`config.mk`:
```
export PLATFORM = sky130hd
export DESIGN_NAME = imm_ext_unit_flat
export DESIGN_NICKNAME = d
export VERILOG_FILES = /design/src/rtl/imm_ext_unit_if.sv /design/src/rtl/imm_ext_unit.sv /design/src/flat_wrapper.sv
export SDC_FILE = /design/constraint.sdc
export NUM_CORES = 1
export LEC_CHECK = 0
export CAP_MARGIN = 20
export CORE_MARGIN = 8
export CORE_UTILIZATION = 60
export DETAILED_ROUTE_END_ITERATION = 10
export DONT_BUFFER_PORTS = 1
export PLACE_DENSITY = 0.76
export SLEW_MARGIN = 20
export SYNTH_ARGS = -nofsm -noshare
export SYNTH_HDL_FRONTEND = slang
export SYNTH_SLANG_ARGS = --single-unit
```
`constraint.sdc`:
```
create_clock -name clk -period 1.8 [get_ports clk]
set_input_delay 0.27 -clock clk [delete_from_list [all_inputs] [get_ports clk]]
set_output_delay 0.27 -clock clk [all_outputs]
set_load 0.03 [all_outputs]
```
`src/rtl/imm_ext_unit_if.sv`:
```
// Request/response bundle for the immediate-extension unit: request on in_*, FIFO head on out_*.
interface imm_ext_unit_if #(
  parameter int DATA_W  = 32,
  parameter int IMM_W   = 12,
  parameter int SCALE_W = 2
);
  localparam int FW_W = $clog2(IMM_W + 1);

  logic               in_valid;
  logic               in_ready;
  logic [IMM_W-1:0]   in_imm;
  logic [FW_W-1:0]    in_fld_w;
  logic               in_signed;
  logic [SCALE_W-1:0] in_scale;
  logic               in_rot;
  logic               out_valid;
  logic               out_ready;
  logic [DATA_W-1:0]  out_imm;
  logic               out_err;

  modport slave (
    input  in_valid, in_imm, in_fld_w, in_signed, in_scale, in_rot, out_ready,
    output in_ready, out_valid, out_imm, out_err
  );

  modport master (
    output in_valid, in_imm, in_fld_w, in_signed, in_scale, in_rot, out_ready,
    input  in_ready, out_valid, out_imm, out_err
  );
endinterface

```
`src/rtl/imm_ext_unit.sv`:
```
// Decode-stage immediate extender: sign/zero extend + scale, or ARM rotated immediate,
// buffered in a DEPTH-entry FIFO with valid/ready on both sides.
module imm_ext_unit #(
  parameter int DATA_W  = 32,
  parameter int IMM_W   = 12,
  parameter int SCALE_W = 2,
  parameter int DEPTH   = 2
) (
  input  logic           clk,
  input  logic           rst_n,
  imm_ext_unit_if.slave  bus
);
  localparam int CNT_W = $clog2(DEPTH + 1);
  localparam int PTR_W = (DEPTH > 1) ? $clog2(DEPTH) : 1;

  typedef struct packed {
    logic              err;
    logic [DATA_W-1:0] data;
  } entry_t;

  entry_t             mem [DEPTH];
  logic [CNT_W-1:0]   count;
  logic [PTR_W-1:0]   wr_ptr, rd_ptr;
  logic               push, pop;

  logic [DATA_W-1:0]   imm_x, ext, imm8_x, res;
  logic [2*DATA_W-1:0] rot2;
  logic [4:0]          rot_amt;
  logic                sbit, fld_err;

  always_comb begin
    imm_x   = DATA_W'(bus.in_imm);
    imm8_x  = DATA_W'(bus.in_imm[7:0]);
    rot_amt = {bus.in_imm[11:8], 1'b0};
    rot2    = {imm8_x, imm8_x} >> rot_amt;
    fld_err = (bus.in_fld_w == '0) || (int'(bus.in_fld_w) > IMM_W);
    sbit    = 1'b0;
    ext     = '0;
    for (int i = 0; i < DATA_W; i++)
      if (i == int'(bus.in_fld_w) - 1) sbit = imm_x[i];
    // Bits at or above the field width are replaced, so stray upper IMM bits never leak.
    for (int i = 0; i < DATA_W; i++)
      ext[i] = (i < int'(bus.in_fld_w)) ? imm_x[i] : (bus.in_signed & sbit);
    if (bus.in_rot)   res = rot2[DATA_W-1:0];
    else if (fld_err) res = '0;
    else              res = ext << bus.in_scale;
  end

  function automatic logic [PTR_W-1:0] nxt(input logic [PTR_W-1:0] p);
    return (int'(p) == DEPTH - 1) ? '0 : p + 1'b1;
  endfunction

  // Ready depends only on registered count, so a full FIFO never accepts, even while popping.
  assign bus.in_ready  = (count < CNT_W'(DEPTH));
  assign bus.out_valid = (count != '0);
  assign bus.out_imm   = bus.out_valid ? mem[rd_ptr].data : '0;
  assign bus.out_err   = bus.out_valid ? mem[rd_ptr].err  : 1'b0;
  assign push = bus.in_valid  & bus.in_ready;
  assign pop  = bus.out_valid & bus.out_ready;

  always_ff @(posedge clk or negedge rst_n) begin
    if (!rst_n) begin
      count  <= '0;
      wr_ptr <= '0;
      rd_ptr <= '0;
      for (int i = 0; i < DEPTH; i++) mem[i] <= '0;
    end else begin
      if (push) begin
        mem[wr_ptr] <= '{err: fld_err & ~bus.in_rot, data: res};
        wr_ptr      <= nxt(wr_ptr);
      end
      if (pop) rd_ptr <= nxt(rd_ptr);
      case ({push, pop})
        2'b10:   count <= count + 1'b1;
        2'b01:   count <= count - 1'b1;
        default: count <= count;
      endcase
    end
  end
endmodule

```
`src/flat_wrapper.sv`:
```
// flat-port wrapper written by rule: the top's interface ports become plain ports
module imm_ext_unit_flat 
#(
  parameter int DATA_W  = 32,
  parameter int IMM_W   = 12,
  parameter int SCALE_W = 2,
  parameter int DEPTH   = 2
)
  (clk, rst_n, bus_in_valid, bus_in_imm, bus_in_fld_w, bus_in_signed, bus_in_scale, bus_in_rot, bus_out_ready, bus_in_ready, bus_out_valid, bus_out_imm, bus_out_err);
  imm_ext_unit_if #(.DATA_W(DATA_W), .IMM_W(IMM_W), .SCALE_W(SCALE_W)) bus_i ();
  input  logic clk;
  input  logic rst_n;
  input wire logic [$bits(bus_i.in_valid)-1:0] bus_in_valid;
  input wire logic [$bits(bus_i.in_imm)-1:0] bus_in_imm;
  input wire logic [$bits(bus_i.in_fld_w)-1:0] bus_in_fld_w;
  input wire logic [$bits(bus_i.in_signed)-1:0] bus_in_signed;
  input wire logic [$bits(bus_i.in_scale)-1:0] bus_in_scale;
  input wire logic [$bits(bus_i.in_rot)-1:0] bus_in_rot;
  input wire logic [$bits(bus_i.out_ready)-1:0] bus_out_ready;
  output wire logic [$bits(bus_i.in_ready)-1:0] bus_in_ready;
  output wire logic [$bits(bus_i.out_valid)-1:0] bus_out_valid;
  output wire logic [$bits(bus_i.out_imm)-1:0] bus_out_imm;
  output wire logic [$bits(bus_i.out_err)-1:0] bus_out_err;
  assign bus_i.in_valid = bus_in_valid;
  assign bus_i.in_imm = bus_in_imm;
  assign bus_i.in_fld_w = bus_in_fld_w;
  assign bus_i.in_signed = bus_in_signed;
  assign bus_i.in_scale = bus_in_scale;
  assign bus_i.in_rot = bus_in_rot;
  assign bus_i.out_ready = bus_out_ready;
  assign bus_in_ready = bus_i.in_ready;
  assign bus_out_valid = bus_i.out_valid;
  assign bus_out_imm = bus_i.out_imm;
  assign bus_out_err = bus_i.out_err;
  imm_ext_unit #(.DATA_W(DATA_W), .IMM_W(IMM_W), .SCALE_W(SCALE_W), .DEPTH(DEPTH)) u_core (.clk(clk), .rst_n(rst_n), .bus(bus_i));
endmodule
```
# == After elaboration in Yosys (flattened, before gate mapping) ==
# Cells that the tools add are included.
# op_classes
n_addsub,5
eq_ne,33
reduce_logical,6
shift,2
order_cmp,20
n_bitwise,7
mux,60
# op_table
op,count
$eq A6 B32 Y1 const A,16
$eq A5 B32 Y1 const A,8
$mux W33,4
$eq A4 B32 Y1 const A,4
$mux W32,3
$bwmux W66,1
$eq A3 B32 Y1 const A,2
$mux W1,50
$shr A40 B5 Y32,1
$demux W33 S1,1
$eq A2 B32 Y1 const A,1
$logic_not A32 Y1,1
$shl A32 B2 Y32,1
$lt A4 B4 Y1 const A,7
$lt A3 B4 Y1 const A,4
$lt A1 B4 Y1 const A,2
$lt A2 B4 Y1 const A,2
$sub A4 B1 Y5 const B,1
$and A1 B1 Y1,4
$ge A2 B2 Y1 const B,2
$gt A4 B4 Y1 const B,1
$logic_not A4 Y1,1
$not A1 Y2,2
$pmux W2 S2,1
other kinds (11),13
# word_totals
regBits,70
in_bits,24

# == Depth between registers and ports, before layout ==
# depth
word_depth,40
depth_mapped,10

# == Worst setup path before layout ==
# No wires, ideal clock.
# synth_path
path_kind,input-to-reg
start,input port bus_in_fld_w[1]
end,register u_core.mem[38] (netlist name)
t_required_ns,1.723
cell_stages,9
arrival_ns,1.927
path_slack_ns,-0.204
cell_sequence,buf_6 or3b_1 o221ai_1 o21ai_1 buf_4 o311ai_2 a21oi_1 o32a_1 o21ai_1
# synth_via
elab_chain_cells,40
word_cells_on_any_way,103
# synth_lines
item,line_no,text
start: declaration,flat_wrapper.sv:15,input wire logic [$bits(bus_i.in_fld_w)-1:0] bus_in_fld_w;
$sub A4 B1 Y5,imm_ext_unit.sv:40,if (i == int'(bus.in_fld_w) - 1) sbit = imm_x[i];
$logic_not A32 Y1,imm_ext_unit.sv:40,
$mux W1 (32 in a row),imm_ext_unit.sv:40,
$and A1 B1 Y1,imm_ext_unit.sv:43,ext[i] = (i < int'(bus.in_fld_w)) ? imm_x[i] : (bus.in_signed & sbit);
$mux W1,imm_ext_unit.sv:43,
$shl A32 B2 Y32,imm_ext_unit.sv:46,else res = ext << bus.in_scale;
$mux W32 *,imm_ext_unit.sv:45,else if (fld_err) res = '0;
$mux W32 *,imm_ext_unit.sv:44,if (bus.in_rot) res = rot2[DATA_W-1:0];
$bwmux W66 *,imm_ext_unit.sv:69,"mem[wr_ptr] <= '{err: fld_err & ~bus.in_rot, data: res};"
end signal: indexed assignment,imm_ext_unit.sv:69,
end: declaration,imm_ext_unit.sv:21,entry_t mem [DEPTH];
# Mark *: on every way between the ends. The rest lies on a longest branch, timed or not.
# A chain may end at the register's enable or synchronous reset.

# == Worst setup path after layout ==
# layout_path
start,register u_core.rd_ptr
end,output port bus_out_imm[11]
# layout_via
elab_chain_cells,5
# layout_lines
item,line_no,text
start: declaration,imm_ext_unit.sv:23,"logic [PTR_W-1:0] wr_ptr, rd_ptr;"
start signal: assignment,imm_ext_unit.sv:72,if (pop) rd_ptr <= nxt(rd_ptr);
$not A1 Y2 (not written as such),imm_ext_unit.sv:56,assign bus.out_imm = bus.out_valid ? mem[rd_ptr].data : '0;
$mux W33 (not written as such) (3 in a row),imm_ext_unit.sv:56,
$mux W32,imm_ext_unit.sv:56,
end: declaration,flat_wrapper.sv:22,output wire logic [$bits(bus_i.out_imm)-1:0] bus_out_imm;
# No other way between the ends. The select of a mux whose other input is x is not followed.

==> metrics <==
clk buf depth 2; crit-path most repeated cell buf_4; Area Growth Syn to Fin 18.3%; ranking of synthesized cells by area dfrtp_1 (39%), mux2i_1 (8.7%), nand2_1 (6.9%), o21ai_1 (5.6%), nor2_1 (5.4%); leakage 2.36 nW; Cells after Synth 550; crit path launch type register; Worst EP arrival 1.54 ns; Hold Crit Class in2async; Sw Ratio 43.4%; max capacitance violation total 0; Post-synth EDFFs 0; Syn. warnings 0; status complete, but fails checks; die height 102 um; Crit-path slowest cell dfrtp_4; CTS root buffer clkbuf_8; first-pass GRT wire length 21.2 mm; Die Area 10500 sq um; post-synthesis sequential area ratio 39.1%; CORE AREA 7250 sq um; Clock Skew 0.00989 ns; XOR/XNOR Fraction of Synth Area 0.781%; largest family of logic cells by synthesized area compound AO/OA/AOI/OAI gates; CP max FO 7; r2r setup slk 0.19 ns; CTS buffer count 9; H-tree depth 3; Iter 0 DRT Violations 269; Reg clk slew, reported paths 0.08 ns; Synth Area in Simple Gates 20.1%; Seq pwr share 33.2%; Synth area leader dfrtp_1; filler instances 547; latest clock arrival within the worst-skew pair 0.35 ns; largest net degree at the start of global routing 71; Buffers on Ports 0; WHS -0.393 ns; Final HPWL DP 9.11 mm; antenna violations before repair 0; final period utilization 100%; Placed Area 5040 sq um; CP peak stage delay 0.55 ns; unrepaired setup endpoints after global routing yes; required time worst endpoint 1.53 ns; Vias per Instance 6.18; measured slew at the worst slew-check pin 0.510 ns; Total GRT Usage 25.7%; PwrDens 1570 nW/um^2; FP Rows 31; Routed WL 12.9 mm; Die W 102 um; Pins Over Slew Limit 0; post-synth net total 575; Pint 4.73 mW; # nets final 612; design area 5310 sq um; vias post-DR 4267; aggregate global routing overflow 0; mux contribution to synthesized area 11.2%; CTS tree yes; ys async rst share 100%; Residual DRC 0; post-synthesis adder-cell area fraction 0.279%; mean post-synth cell area 8.15 sq um; I/O pins 59; Tot Pwr 8.35 mW; post-synthesis register bit count 70; Setup Crit Path Kind reg2out; share of the synthesized area in the top cell type 39.1%; post-route ant nets 0; Clk network pwr share 16.4%; CP Cell Sequence buf_4 > mux2i_1 > nor2_1 > buf_4; synth cell count leaders nand2_1 (83), dfrtp_1 (70), nor2_1 (64); vias in the first global route 4141; VDD IR max 792 uV; most common flop cell mapped by yosys dfrtp_1; setup ws final -0.00537 ns; count leader, synth nand2_1; Hold Fails Final Rpt 70; fmax 554 MHz; Initial Utilization 61.8%; setup violators final 1; antenna fix cells 0; Net Sw Power 3.62 mW; post-synthesis compound-gate area fraction 23.4%; minimum clock period 1.81 ns; post-synthesis cell area 4480 sq um; power share of the combinational group 50.3%; Routed wire per std cell 18.6 um; RePlAce Congestion 0.947; max_slew headroom 65.6%; failing checks hold timing, setup timing; share of layout cells above drive strength 1 20.8%; drt pass-1 iters 5; post-synth cell types 63; TritonCTS Sinks 70; Setup crit end kind output pin
cells in the final DEF, fill, tap and decap left out, types with 5 or more instances in the layout:
cell type and count:
o211ai_1 5, nand2b_1 6, o21ai_0 21, dfrtp_1 69, nand3_1 16, inv_1 11, o21ai_1 49, nor2_1 61
mux2i_1 34, clkbuf_8 12, mux2_2 7, nor2b_1 7, a21oi_1 34, buf_4 68, nand2_1 83, a31oi_1 11
flip-flops by register name, indices dropped and copies added, names as in the netlist:
name and cells:
u_core.rd_ptr 1, u_core.wr_ptr 1, u_core.count 2, u_core.mem 66
area by class of cell:
cell class / count / area [sq um] / area share, %
multi-input cells: 425 / 2630 / 49.6
flip-flops and latches: 70 / 1760 / 33.1
repair buffers: 69 / 531 / 10.0
clock buffers: 12 / 165 / 3.11
well taps: 99 / 124 / 2.33
clock inverters: 4 / 53.8 / 1.01
inverters: 12 / 45.0 / 0.849
power by group through the flow:
stage	sequential, mW	combinational (mW)	clock [mW]
3_3_place_gp	2.74	3.92	0
6_report	2.77	4.20	1.37
3_5_place_dp	2.80	4.02	0
2_1_floorplan	2.60	2.94	0
4_1_cts	2.76	4.19	1.39
5_1_grt	2.84	4.56	1.45
routing by layer:
layer	part of all wire [%]	global-route usage, %	vias to the layer above
met4	2.2	8.35	0
met1	44	34.2	2067
met5	0	0	-
li1	-	-	2023
met2	47	40.2	155
met3	7.1	5.86	22
worst max-delay path: cells and delay by family (launching register included):
family | cells | cell delay, ns
flip-flops | 1 | 0.55
multiplexers | 1 | 0.13
buffers and inverters | 2 | 0.38
AND/OR/NAND/NOR | 1 | 0.13
through the flow:
| stage | TNS (ns) | setup slack (ns) | std cells | hold WS, ns | utilization (%) |
|---|---|---|---|---|---|
| 2_1_floorplan | -3.45 | -0.123 | 550 | -0.0256 | - |
| 3_3_place_gp | -3.50 | -0.156 | 671 | -0.0233 | 69.5 |
| 3_5_place_dp | -5.51 | -0.182 | 671 | -0.0231 | 69.5 |
| 4_1_cts | -0.0152 | -0.0103 | 691 | -0.404 | 73.0 |
| 5_1_grt | -0.628 | -0.0774 | 691 | -0.412 | 73.1 |
| 6_report | -0.00537 | -0.00537 | 691 | -0.393 | 73.1 |
logic make-up (layout without fill, tap and decap cells):
kind of cell             count (synthesis)  after routing
AO/OA/AOI/OAI                          168            168
XOR/XNOR                                 4              4
adder cells (fa/ha/maj)                  1              1
buffers and inverters                   55             97
flip-flops                              70             70
multiplexers                            48             48
AND/OR/NAND/NOR                        204            204
worst paths after layout:
kind	from	to	depth (start not counted)
setup / recovery	u_core.rd_ptr	bus_out_imm[11]	4
hold / removal	rst_n	u_core.rd_ptr	0
setup reg to reg	u_core.count[1]	u_core.mem[3]	5
hold reg to reg	u_core.mem[47]	u_core.mem[47]	2
max in group asynchronous	rst_n	u_core.mem[5]	0
min in group clk	bus_in_rot	u_core.mem[7]	2
repair_timing:
item / CTS / global route
pin swaps: 0 / 1
gates resized for setup: 3 / 2
setup buffers: 4 / 0
gates cloned: 0 / 0
endpoints found under the hold margin: 70 / 70
endpoints found under the setup margin: 25 / 23
No activity file was read; power rests on OpenSTA's default activity.
